### config.mk
export PLATFORM = sky130hd
export DESIGN_NAME = uart_rx_data_sampler
export DESIGN_NICKNAME = d
export VERILOG_FILES = /design/src/rtl/uart_rx_pkg.sv /design/src/rtl/uart_rx_edge_bit_counter.sv /design/src/rtl/uart_rx_data_sampler.sv
export SDC_FILE = /design/constraint.sdc
export NUM_CORES = 1
export LEC_CHECK = 0
export ABC_AREA = 1
export BUFFER_PORTS_ARGS = -buffer_cell sky130_fd_sc_hd__buf_4
export CORE_MARGIN = 4
export CORE_UTILIZATION = 51
export CTS_CLUSTER_DIAMETER = 30
export DETAILED_ROUTE_END_ITERATION = 10
export GPL_ROUTABILITY_DRIVEN = 0
export PLACE_DENSITY = 0.71
export SETUP_SLACK_MARGIN = 0.2
export SLEW_MARGIN = 20
export SYNTH_ARGS = -nofsm -noshare
export SYNTH_HDL_FRONTEND = slang
export SYNTH_HIERARCHICAL = 1
export SYNTH_SLANG_ARGS = --single-unit
export TNS_END_PERCENT = 50
### constraint.sdc
create_clock -name clk_based_on_prescale -period 4.5 [get_ports clk_based_on_prescale]
set_clock_uncertainty 0.2 [all_clocks]
set_input_delay 0 -clock clk_based_on_prescale [delete_from_list [all_inputs] [get_ports clk_based_on_prescale]]
set_output_delay 0 -clock clk_based_on_prescale [all_outputs]
set_load 0.05 [all_outputs]
### src/rtl/uart_rx_pkg.sv
// Shared constants and helpers for the UART receive front end.
// The UART_RX_SYNC_EN build option is handled inside uart_rx_data_sampler.
package uart_rx_pkg;

   localparam int PRESCALE_W_DEF = 6;
   localparam int BIT_CNT_W_DEF  = 4;

   localparam int PRESCALE_8  = 8;
   localparam int PRESCALE_16 = 16;
   localparam int PRESCALE_32 = 32;

   function automatic logic majority3(input logic a, input logic b, input logic c);
      return (a & b) | (b & c) | (a & c);
   endfunction

endpackage

### src/rtl/uart_rx_edge_bit_counter.sv
// Oversampling edge counter and frame bit counter.
// The oversampling ratio is latched on each rising edge of sample_enable_i.
module uart_rx_edge_bit_counter
   import uart_rx_pkg::*;
#(
   parameter int PRESCALE_W = PRESCALE_W_DEF,
   parameter int BIT_CNT_W  = BIT_CNT_W_DEF
) (
   input  logic                  clk_based_on_prescale,
   input  logic                  asy_reset,
   input  logic                  sample_enable_i,
   input  logic [PRESCALE_W-1:0] prescale_i,
   output logic [PRESCALE_W-1:0] edge_cnt_o,
   output logic [BIT_CNT_W-1:0]  bit_cnt_o,
   output logic [PRESCALE_W-1:0] half_o
);

   localparam logic [PRESCALE_W-1:0] P8    = PRESCALE_W'(PRESCALE_8);
   localparam logic [PRESCALE_W-1:0] P16   = PRESCALE_W'(PRESCALE_16);
   localparam logic [PRESCALE_W-1:0] P32   = PRESCALE_W'(PRESCALE_32);
   localparam logic [PRESCALE_W-1:0] E_ONE = PRESCALE_W'(1);
   localparam logic [BIT_CNT_W-1:0]  B_ONE = BIT_CNT_W'(1);

   logic                  en_prev_q;
   logic [PRESCALE_W-1:0] prescale_q, prescale_d;
   logic [PRESCALE_W-1:0] prescale_legal, prescale_eff;
   logic [PRESCALE_W-1:0] edge_cnt_q, edge_cnt_d;
   logic [BIT_CNT_W-1:0]  bit_cnt_q, bit_cnt_d;

   // The enabling cycle already runs on the freshly latched ratio.
   always_comb begin
      prescale_legal = (prescale_i == P16 || prescale_i == P32) ? prescale_i : P8;
      prescale_eff   = (sample_enable_i && !en_prev_q) ? prescale_legal : prescale_q;
      prescale_d     = sample_enable_i ? prescale_eff : prescale_q;
      edge_cnt_d     = '0;
      bit_cnt_d      = '0;
      if (sample_enable_i) begin
         if (edge_cnt_q == prescale_eff - E_ONE) begin
            edge_cnt_d = '0;
            bit_cnt_d  = (&bit_cnt_q) ? bit_cnt_q : bit_cnt_q + B_ONE;
         end else begin
            edge_cnt_d = edge_cnt_q + E_ONE;
            bit_cnt_d  = bit_cnt_q;
         end
      end
   end

   always_ff @(posedge clk_based_on_prescale or negedge asy_reset) begin
      if (!asy_reset) begin
         en_prev_q  <= 1'b0;
         prescale_q <= '0;
         edge_cnt_q <= '0;
         bit_cnt_q  <= '0;
      end else begin
         en_prev_q  <= sample_enable_i;
         prescale_q <= prescale_d;
         edge_cnt_q <= edge_cnt_d;
         bit_cnt_q  <= bit_cnt_d;
      end
   end

   assign edge_cnt_o = edge_cnt_q;
   assign bit_cnt_o  = bit_cnt_q;
   assign half_o     = prescale_eff >> 1;

endmodule

### src/rtl/uart_rx_data_sampler.sv
// UART RX oversampler: three samples around each bit centre, majority vote, one strobe per bit.
// Define UART_RX_SYNC_EN to add a 2-flop input synchronizer and the rx_sync output.
module uart_rx_data_sampler
   import uart_rx_pkg::*;
#(
   parameter int PRESCALE_W = PRESCALE_W_DEF,
   parameter int BIT_CNT_W  = BIT_CNT_W_DEF
) (
   input  logic                  clk_based_on_prescale,
   input  logic                  asy_reset,
   input  logic                  rx_in,
   input  logic [PRESCALE_W-1:0] prescale,
   input  logic                  sample_enable,
   output logic                  sampled_data,
   output logic                  sampled_data_valid,
`ifdef UART_RX_SYNC_EN
   output logic                  rx_sync,
`endif
   output logic [PRESCALE_W-1:0] edge_cnt,
   output logic [BIT_CNT_W-1:0]  bit_cnt
);

   localparam logic [PRESCALE_W-1:0] E_ONE = PRESCALE_W'(1);

   logic                  rx_samp;
   logic [PRESCALE_W-1:0] half;
   logic [PRESCALE_W-1:0] win_start;
   logic [2:0]            tap_hit;
   logic [2:0]            s_q, s_d;
   logic                  vote_now;
   logic                  data_q, data_d;
   logic                  valid_q, valid_d;

`ifdef UART_RX_SYNC_EN
   logic rx_meta_q, rx_sync_q;

   always_ff @(posedge clk_based_on_prescale or negedge asy_reset) begin
      if (!asy_reset) begin
         rx_meta_q <= 1'b1;
         rx_sync_q <= 1'b1;
      end else begin
         rx_meta_q <= rx_in;
         rx_sync_q <= rx_meta_q;
      end
   end

   assign rx_samp = rx_sync_q;
   assign rx_sync = rx_sync_q;
`else
   assign rx_samp = rx_in;
`endif

   uart_rx_edge_bit_counter #(
      .PRESCALE_W (PRESCALE_W),
      .BIT_CNT_W  (BIT_CNT_W)
   ) u_counter (
      .clk_based_on_prescale (clk_based_on_prescale),
      .asy_reset             (asy_reset),
      .sample_enable_i       (sample_enable),
      .prescale_i            (prescale),
      .edge_cnt_o            (edge_cnt),
      .bit_cnt_o             (bit_cnt),
      .half_o                (half)
   );

   assign win_start = half - E_ONE;

   // Taps at half-1, half, half+1; each bit period overwrites all three.
   for (genvar gi = 0; gi < 3; gi++) begin : g_tap
      localparam logic [PRESCALE_W-1:0] TAP_OFS = PRESCALE_W'(gi);
      assign tap_hit[gi] = (edge_cnt == win_start + TAP_OFS);
      assign s_d[gi]     = (sample_enable && tap_hit[gi]) ? rx_samp : s_q[gi];
   end

   // Last sample goes straight into the vote so the strobe lands at half+2.
   always_comb begin
      vote_now = sample_enable && tap_hit[2];
      valid_d  = vote_now;
      data_d   = vote_now ? majority3(s_q[0], s_q[1], rx_samp) : data_q;
   end

   always_ff @(posedge clk_based_on_prescale or negedge asy_reset) begin
      if (!asy_reset) begin
         s_q     <= '0;
         data_q  <= 1'b0;
         valid_q <= 1'b0;
      end else begin
         s_q     <= s_d;
         data_q  <= data_d;
         valid_q <= valid_d;
      end
   end

   assign sampled_data       = data_q;
   assign sampled_data_valid = valid_q;

endmodule
# Word-level counts from Yosys, hierarchy flattened

Index checks and enable logic that the tools add are counted.
W data, S select, Z words.

Flip-flop bits (word level): 21
Output and inout port bits: 12
Logic and storage cells: 42

Add/subtract/negate cells: 6
Equality and inequality tests: 8
Muxes and demuxes: 7
Bitwise logic cells: 5
Reductions and logical operators: 8

Operators with widths:

| kind                  | number |
|---|---|
| $eq A6 B6 Y1          | 4 |
| $mux W6               | 4 |
| $add A6 B1 Y6 const B | 2 |
| $mux W4               | 3 |
| $add A6 B2 Y6 const B | 1 |
| $eq A6 B5 Y1 const B  | 1 |
| $eq A6 B6 Y1 const B  | 1 |
| $sub A5 B1 Y6 const B | 1 |
| $sub A6 B1 Y6 const B | 1 |
| $add A4 B1 Y4 const B | 1 |
| $logic_and A1 B1 Y1   | 4 |
| $reduce_and A4 Y1     | 1 |
| $and A1 B1 Y1         | 3 |
| $ne A2 B1 Y1 const B  | 1 |
| $ne A2 B2 Y1 const B  | 1 |
| $or A1 B1 Y1          | 2 |
| $reduce_and A2 Y1     | 1 |
| $logic_not A1 Y1      | 1 |
| $logic_or A1 B1 Y1    | 1 |

# Longest topological paths before layout

Gate-level depths: netlist (run 1).

Depth in word-level cells: 8
Gate-level depth with buffers: 21
Mapped depth without buffers: 19

# Hierarchy

The synthesis (run 1) kept the hierarchy.

Modules (own cells, without submodules):

| module                   | instances | cells an instance | area each (sq um) | sequential area each (sq um) |
|---|---|---|---|---|
| uart_rx_edge_bit_counter | 1         | 157               | 1,162.4           | 425.4 |
| uart_rx_data_sampler     | 1         | 129               | 737.0             | 100.1 |

# Worst setup path after synthesis (run 1)

No wires, ideal clock.

Path type: register to register
Start point: register u_counter.en_prev_q
End point: register data_q, in the netlist sampled_data
Library setup time: 0.119 ns
Arrival: 2.445 ns
Required time: 4.181 ns
Setup slack: 1.736 ns
Stages on the path, launching flop included: 21
Path buffers: 2
Period minus slack after synthesis: 2.764 ns
Cell sequence: dfrtp_1 > inv_2 > nand2_2 > nand2_1 > inv_1 > buf_4 > buf_6 > inv_2 > ha_1 > inv_1 > nand2_1 > nand2_1 > ha_1 > xnor2_1 > nand2_1 > nor3_1 > nand2_1 > nor2_2 > nand2_1 > nand2_1 > nand2_1

Longest elaborated chain between the ends: 7

Ends and longest elaborated chain:

| element                             | RTL line                       | source |
|---|---|---|
| from (decl)                         | uart_rx_edge_bit_counter.sv:24 | `logic en_prev_q;` |
| from (signal assigned)              | uart_rx_edge_bit_counter.sv:55 | `en_prev_q <= sample_enable_i;` |
| $logic_not A1 Y1                    | uart_rx_edge_bit_counter.sv:33 | `prescale_eff = (sample_enable_i && !en_prev_q) ? prescale_legal : prescale_q;` |
| $logic_and A1 B1 Y1                 | uart_rx_edge_bit_counter.sv:33 |  |
| $mux W6                             | uart_rx_edge_bit_counter.sv:33 |  |
| named net u_counter.prescale_eff[1] | uart_rx_edge_bit_counter.sv:26 | `logic [PRESCALE_W-1:0] prescale_legal, prescale_eff;` |
| $sub A5 B1 Y6                       | uart_rx_data_sampler.sv:66     | `assign win_start = half - E_ONE;` |
| $add A6 B2 Y6                       | uart_rx_data_sampler.sv:71     | `assign tap_hit[gi] = (edge_cnt == win_start + TAP_OFS);` |
| $eq A6 B6 Y1                        | uart_rx_data_sampler.sv:71     |  |
| $logic_and A1 B1 Y1                 | uart_rx_data_sampler.sv:77     | `vote_now = sample_enable && tap_hit[2];` |
| to (signal assigned)                | uart_rx_data_sampler.sv:89     | `data_q <= data_d;` |
| to (decl)                           | uart_rx_data_sampler.sv:31     | `logic data_q, data_d;` |

The timed path passes the listed nets, and every way through them passes these cells.
A chain may end at the register's enable or synchronous reset.

# Final worst setup path (run 1)

Start point: input prescale[2]
End point: register data_q, in the netlist sampled_data

Longest elaborated chain between the ends: 8
Elaborated cells between the ends (all ways): 9
Classes of those cells: add/sub: 2; eq/ne: 3; mux: 2; reduce/logical: 2

Ends and longest elaborated chain:

| element                                             | RTL line                       | source |
|---|---|---|
| from (decl)                                         | uart_rx_data_sampler.sv:12     | `input logic [PRESCALE_W-1:0] prescale,` |
| $eq A6 B5 Y1 / $eq A6 B6 Y1 (equally long branches) | uart_rx_edge_bit_counter.sv:32 | `prescale_legal = (prescale_i == P16 \|\| prescale_i == P32) ? prescale_i : P8;` |
| $logic_or A1 B1 Y1 *                                | uart_rx_edge_bit_counter.sv:32 |  |
| $mux W6 *                                           | uart_rx_edge_bit_counter.sv:32 |  |
| $mux W6 *                                           | uart_rx_edge_bit_counter.sv:33 |  |
| named net half[2]                                   | uart_rx_data_sampler.sv:26     | `logic [PRESCALE_W-1:0] half;` |
| $sub A5 B1 Y6 *                                     | uart_rx_data_sampler.sv:66     |  |
| $add A6 B2 Y6 *                                     | uart_rx_data_sampler.sv:71     |  |
| $eq A6 B6 Y1 *                                      | uart_rx_data_sampler.sv:71     |  |
| $logic_and A1 B1 Y1 *                               | uart_rx_data_sampler.sv:77     |  |

Mark *: on every way through the listed nets, which the timed path passes. The rest lies on a longest branch.

==> metrics, run 1 <==
status=complete, no violations; n_diodes=0; CTS tree=built; final period utilization=79.57%; H-tree levels=1; slowest stage delay, CP=0.60 ns; I/O Buffers=21; area grow syn2layout=16.01%; Synth Net Count=302; sequential fraction of the synthesis area=27.67%; chip width=69.03 um; Routed Antenna Nets=0; Final Worst Setup Slack=0.9196 ns; Initial Utilization=54.76%; Max FO, Critical Path=5; area leader, netlist=dfrtp_1; initial antenna violation count=0; DP HPWL=2989 um; crit path DAT=3.55 ns; final non-filler cell total=360; number of synthesized register bits=21; Slew Limit Fails=0; clock buffer depth=2; FFs w/ async S/R, synth=100.0%; vias in the first global route=1,627; Hold Crit Class=in -> reg; Reg clk slew, reported paths=0.08 ns; Worst Tran Pin Value=0.9484 ns; GR Overflow Total=0; Setup TNS=0 ns; Worst VDD drop=0.1768 mV; Overall Global Routing Usage=18.20%; initial detailed-routing violation count=75; fill cell count=329; critical path endpoint category=register; Cell variety after synth=29; hold slack=0.007599 ns; metal1 wirelength=2030 um; Inserted Clock Buffers=3; area of the mapped netlist=1899 sq um; largest net degree at the start of global routing=22; area of the multi-input gates=1141 sq um; Die H=69.03 um; Final Hold Fails=0; Leak=1.200 nW; Ys Warns=6; Final Cell Area=2203 sq um; core area=3468 sq um; # rows=21; number of synthesized flops with an enable pin=0; relative slew slack=36.56%; worst path required time=4.47 ns; ys flop type=dfrtp_1; top-area cell type share of the netlist area=27.67%; drt drc=0; power per cell area=211.7 nW/um^2; Crit path top cell by count=nand2_1; met3 wire length=168 um; via count=1,726; fmax=279.3 MHz; CTS root buffer=clkbuf_8; critical path class=in -> reg; RSZ-0062 raised after global routing=no; final setup fails=0; total wire length=4055 um; post-placement cell area=2058 sq um; flip-flop and latch area=525.5 sq um; average size of a mapped cell=6.641 sq um; max_cap viols=0; ratio of cells with drive above 1 in the final layout=22.29%; Routed wire per std cell=11.26 um; post-CTS sizing=0; crit path cell chain=dlygate4sd3_1 -> buf_4 -> nor2_1 -> dlygate4sd3_1 -> nand3_2 -> dlygate4sd3_1 -> nand2_4 -> inv_1 -> inv_2 -> nand2_1 -> nand2_1 -> ha_1 -> xnor2_1 -> nand2_1 -> nor3_1 -> nand2_1 -> nor2_2 -> nand2_1 -> nand2_1 -> nand2_1; die area=4764 sq um; fin nets=331; global-route wire length before repair=7210 um; DR top layer=met4; via/cell ratio=4.794; Skew-Pair Late Insertion Delay=0.27 ns; Post-Synthesis Cells=286; Met2 Routed Length=1792 um; Crit-path slowest cell=dlygate4sd3_1; total clock sinks=21; startpoint types=input port; io pins=22; DR pass1 iterations=4; Final Critical Period=3.580 ns; Area contributors post-synth=dfrtp_1 (28%), nand2_1 (17%), nand3_1 (9.0%); Place WS=1.559 ns; placed insts=346
==> what timing repair did <==
item / 4_1_cts / 5_1_grt
endpoints found under the hold margin: 31 / 0
buffers inserted: 0 / 0
hold buffers: 10 / 0
==> sequential cells by signal, summed over array words and instances, names as in the netlist <==
signal and cells:
u_counter/edge_cnt_o 6, u_counter/prescale_q 6, u_counter/bit_cnt_o 4, s_q 2, sampled_data 1, sampled_data_valid 1
u_counter/en_prev_q 1
==> placed cells by master, fill, tap and decap left out, types with 5 or more instances in the layout <==
master         netlist  routed
nor2_2               9       9
nand3_2              7       7
dlygate4sd3_1        0      10
buf_4                6      21
nor2_1              24      24
xor2_1               5       5
nand2_1             84      84
nand2_2             11      11
nand2_4              5       5
dfrtp_1             21      21
inv_2                8       8
ha_1                 6       6
nand3_1             34      34
inv_1               39      39
==> cell usage after synthesis, types with 3 or more instances <==
| cell type | n |
|---|---|
| buf_4 | 6 |
| dfrtp_1 | 21 |
| ha_1 | 6 |
| inv_1 | 39 |
| inv_2 | 8 |
| nand2_1 | 84 |
| nand2_2 | 11 |
| nand2_4 | 5 |
| nand3_1 | 34 |
| nand3_2 | 7 |
| nand4_1 | 3 |
| nor2_1 | 24 |
| nor2_2 | 9 |
| nor3_1 | 3 |
| o21ai_0 | 3 |
| xor2_1 | 5 |
==> path summary, 6_finish.rpt <==
| check | startpoint | end | slack [ns] | depth (start not counted) |
|---|---|---|---|---|
| setup / recovery | prescale[2] | sampled_data | 0.92 | 20 |
| hold / removal | prescale[4] | u_counter/prescale_q[5] | 0.008 | 6 |
| setup reg to reg | u_counter/en_prev_q | sampled_data | 1.28 | 19 |
| hold reg to reg | sampled_data | sampled_data | 0.29 | 2 |
| max in group asynchronous | asy_reset | u_counter/edge_cnt_o[2] | 2.76 | 3 |
| min in group asynchronous | asy_reset | u_counter/prescale_q[2] | 0.76 | 3 |
==> area by class of cell <==
type	instances	area share, %
Sequential cell	21	23.85
Clock buffer	4	2.044
Multi-Input combinational cell	211	51.79
Inverter	47	8.007
Timing Repair Buffer	31	11.70
Tap cell	46	2.612
==> routing by layer <==
metal	up-vias	global-route usage (%)
met3	7	2.471
met4	0	5.857
met2	36	29.03
met1	750	25.36
met5	-	0
li1	933	-
==> cells by family (layout without fill, tap and decap cells) <==
group / after synthesis / in the layout / share of synthesized area, %
and+or+nand+nor: 189 / 189 / 49.60
adders and majority gates: 7 / 7 / 4.479
AOI/OAI and AO/OA: 7 / 7 / 2.569
buffers and inverters: 54 / 82 / 12.25
DFF: 21 / 21 / 27.67
xor gates and xnor gates: 7 / 7 / 3.228
other: 1 / 1 / 0.1974
==> power by group <==
group          switching, mW  internal (mW)
combinational         0.0777         0.0448
sequential            0.0114          0.201
clock                 0.0679         0.0633
total                  0.157          0.309
==> stage by stage <==
stage | power, mW | util [%]
after floorplan | 0.3003 | -
final | 0.4665 | 63.53
after detailed placement | 0.3328 | 59.34
after global routing | 0.4957 | 63.53
after global placement | 0.3315 | 59.34
after CTS | 0.4694 | 63.53
==> critical path, delay by kind of cell <==
family | cells | cell delay, ns
buffers and inverters | 6 | 2.07
and+or+nand+nor | 12 | 1.04
adders and majority gates | 1 | 0.27
xor gates and xnor gates | 1 | 0.15
No activity file was read; power rests on OpenSTA's default activity.
==> run 2: changes to the inputs <==
--- a/config.mk
+++ b/config.mk
@@ -12,7 +12,7 @@
 export CTS_CLUSTER_DIAMETER = 30
 export DETAILED_ROUTE_END_ITERATION = 10
 export GPL_ROUTABILITY_DRIVEN = 0
-export PLACE_DENSITY = 0.71
+export PLACE_DENSITY = 0.74
 export SETUP_SLACK_MARGIN = 0.2
 export SLEW_MARGIN = 20
 export SYNTH_ARGS = -nofsm -noshare
==> constraint.sdc (replaced) <==
create_clock -name clk_based_on_prescale -period 3.2 [get_ports clk_based_on_prescale]
set_clock_uncertainty 0.2 [all_clocks]
set_input_delay 0 -clock clk_based_on_prescale [delete_from_list [all_inputs] [get_ports clk_based_on_prescale]]
set_output_delay 0 -clock clk_based_on_prescale [all_outputs]
set_load 0.05 [all_outputs]
==> metrics, run 2 (synthesis results as in run 1) <==
status=complete, no violations; Setup TNS=0 ns (unchanged); largest net degree at the start of global routing=22 (unchanged); hold slack=0.02648 ns (+0.01888 ns); Final Worst Setup Slack=0.5241 ns (-0.3954 ns); die area=4764 sq um (unchanged); Die H=69.03 um (unchanged); CTS tree=built; Skew-Pair Late Insertion Delay=0.26 ns (about the same); DP HPWL=3050 um (+2.0%); startpoint types=register; Total Power=0.6445 mW (+38%); placed insts=347 (+0.29%); final setup fails=0 (unchanged); most frequent cells in the layout=nand2_1 (83), inv_1 (38), nand3_1 (34); CTS root buffer=clkbuf_8; Place WS=0.4624 ns (-1.097 ns); # rows=21 (unchanged); chip width=69.03 um (unchanged); via/cell ratio=4.841 (+0.96%); relative slew slack=35.91% (-0.65 points); vias in the first global route=1,644 (+1.0%); core area=3468 sq um (unchanged); fin nets=335 (+1.2%); post-placement cell area=2066 sq um (+0.36%); RSZ-0062 raised after global routing=no; power per cell area=286.8 nW/um^2 (+35%); critical path endpoint category=register; max_cap viols=0 (unchanged); crit path buf inv count=4 (-2); Largest delay share family, worst path=simple AND/OR/NAND/NOR gates; worst path required time=3.15 ns (-1.32 ns); crit path DAT=2.62 ns (-0.93 ns); via count=1,762 (+2.1%); final period utilization=83.62%; global-route wire length before repair=7079 um (-1.8%); io pins=22 (unchanged); Initial Utilization=54.76% (unchanged); clock buffer depth=2 (unchanged); Hold Crit Class=in -> reg; critical path class=reg -> reg; H-tree levels=1 (unchanged); final non-filler cell total=364 (+1.1%); Routed wire per std cell=10.97 um (-2.6%); commonest non-fill, non-tap cell in the layout=nand2_1; initial antenna violation count=0 (unchanged); DR pass1 iterations=4 (unchanged); Inserted Clock Buffers=3 (unchanged); Crit path top cell by count=nand2_1; Final Hold Fails=0 (unchanged); Final Critical Period=2.676 ns; Crit-path slowest cell=dfrtp_1; crit path cell chain=inv_2 -> nand2_2 -> nand2_1 -> inv_1 -> inv_2 -> ha_2 -> inv_1 -> nand2_1 -> nand2_2 -> ha_1 -> xnor2_1 -> nand2_1 -> nor3_2 -> nand2_1 -> nor2_2 -> nand2_1 -> nand2_1 -> nand2_1; ratio of cells with drive above 1 in the final layout=25.16% (+2.9 points); initial detailed-routing violation count=116 (+55%); Leak=1.224 nW (+2.0%); Worst VDD drop=0.2664 mV (+51%); Worst Tran Pin Value=0.9582 ns (+0.009731 ns); area grow syn2layout=18.31%; Reg clk slew, reported paths=0.08 ns (about the same); Slew Limit Fails=0 (unchanged); Final Cell Area=2247 sq um (+2.0%); drt drc=0 (unchanged); I/O Buffers=21 (unchanged); Max FO, Critical Path=7 (+2); fmax=373.7 MHz; Routed Antenna Nets=0 (unchanged); n_diodes=0 (unchanged); total wire length=3992 um (-1.6%); Overall Global Routing Usage=17.44% (-0.76 points); GR Overflow Total=0 (unchanged); Core Util, Final=64.79% (+1.3 points); total clock sinks=21 (unchanged); slowest stage delay, CP=0.42 ns (-0.18 ns)
## run 2: cell count changes in the layout (fill, tap and decap cells not counted), sizes merged
cell,change
buf,+5
inv,-1
dlygate4sd3,-1
clkinvlp,+1
## run 2: repair_timing
item	4_1_cts	5_1_grt
setup buffers	0	4
resized for setup	0	5
setup endpoints to repair	0	3
hold buffers	10	0
endpoints found under the hold margin	29	0
## run 2: layout make-up
type                            instances  area, sq um
Sequential cell                        21        525.5
Tap cell                               46        57.56
Inverter                               47        180.2
Multi-Input combinational cell        211         1154
Timing Repair Buffer                   35        285.3
Clock buffer                            4        45.04
Fill cell                             344         1221
## run 2: final timing paths
kind / start / endpoint / slack [ns] / cells after the start
max in group asynchronous: asy_reset / u_counter/edge_cnt_o[2] / 1.44 / 3
min: prescale[4] / u_counter/prescale_q[5] / 0.03 / 6
min in group asynchronous: asy_reset / u_counter/prescale_q[5] / 0.77 / 3
max reg2reg: u_counter/en_prev_q / sampled_data / 0.52 / 18
max: u_counter/en_prev_q / sampled_data / 0.52 / 18
min reg2reg: s_q[1] / s_q[1] / 0.28 / 2
## run 2: worst min-delay path: stages
cell,delay [ns]
buf_4,0.09
nor2_1,0.04
nand3_1,0.06
nand2_1,0.09
nand2_1,0.12
inv_1,0.05
## run 2: power by group
| part | switching, mW | internal, mW | leakage, nW |
|---|---|---|---|
| combinational | 0.109 | 0.0645 | 0.926 |
| clock | 0.0831 | 0.0885 | 0.0228 |
| sequential | 0.0160 | 0.283 | 0.276 |
## run 2: per-layer routing
layer | wire [um] | GRT usage (%)
met1 | 1873 | 24.01
met2 | 1931 | 29.03
met3 | 157 | 2.180
met4 | 31 | 4.121
met5 | 0 | 0
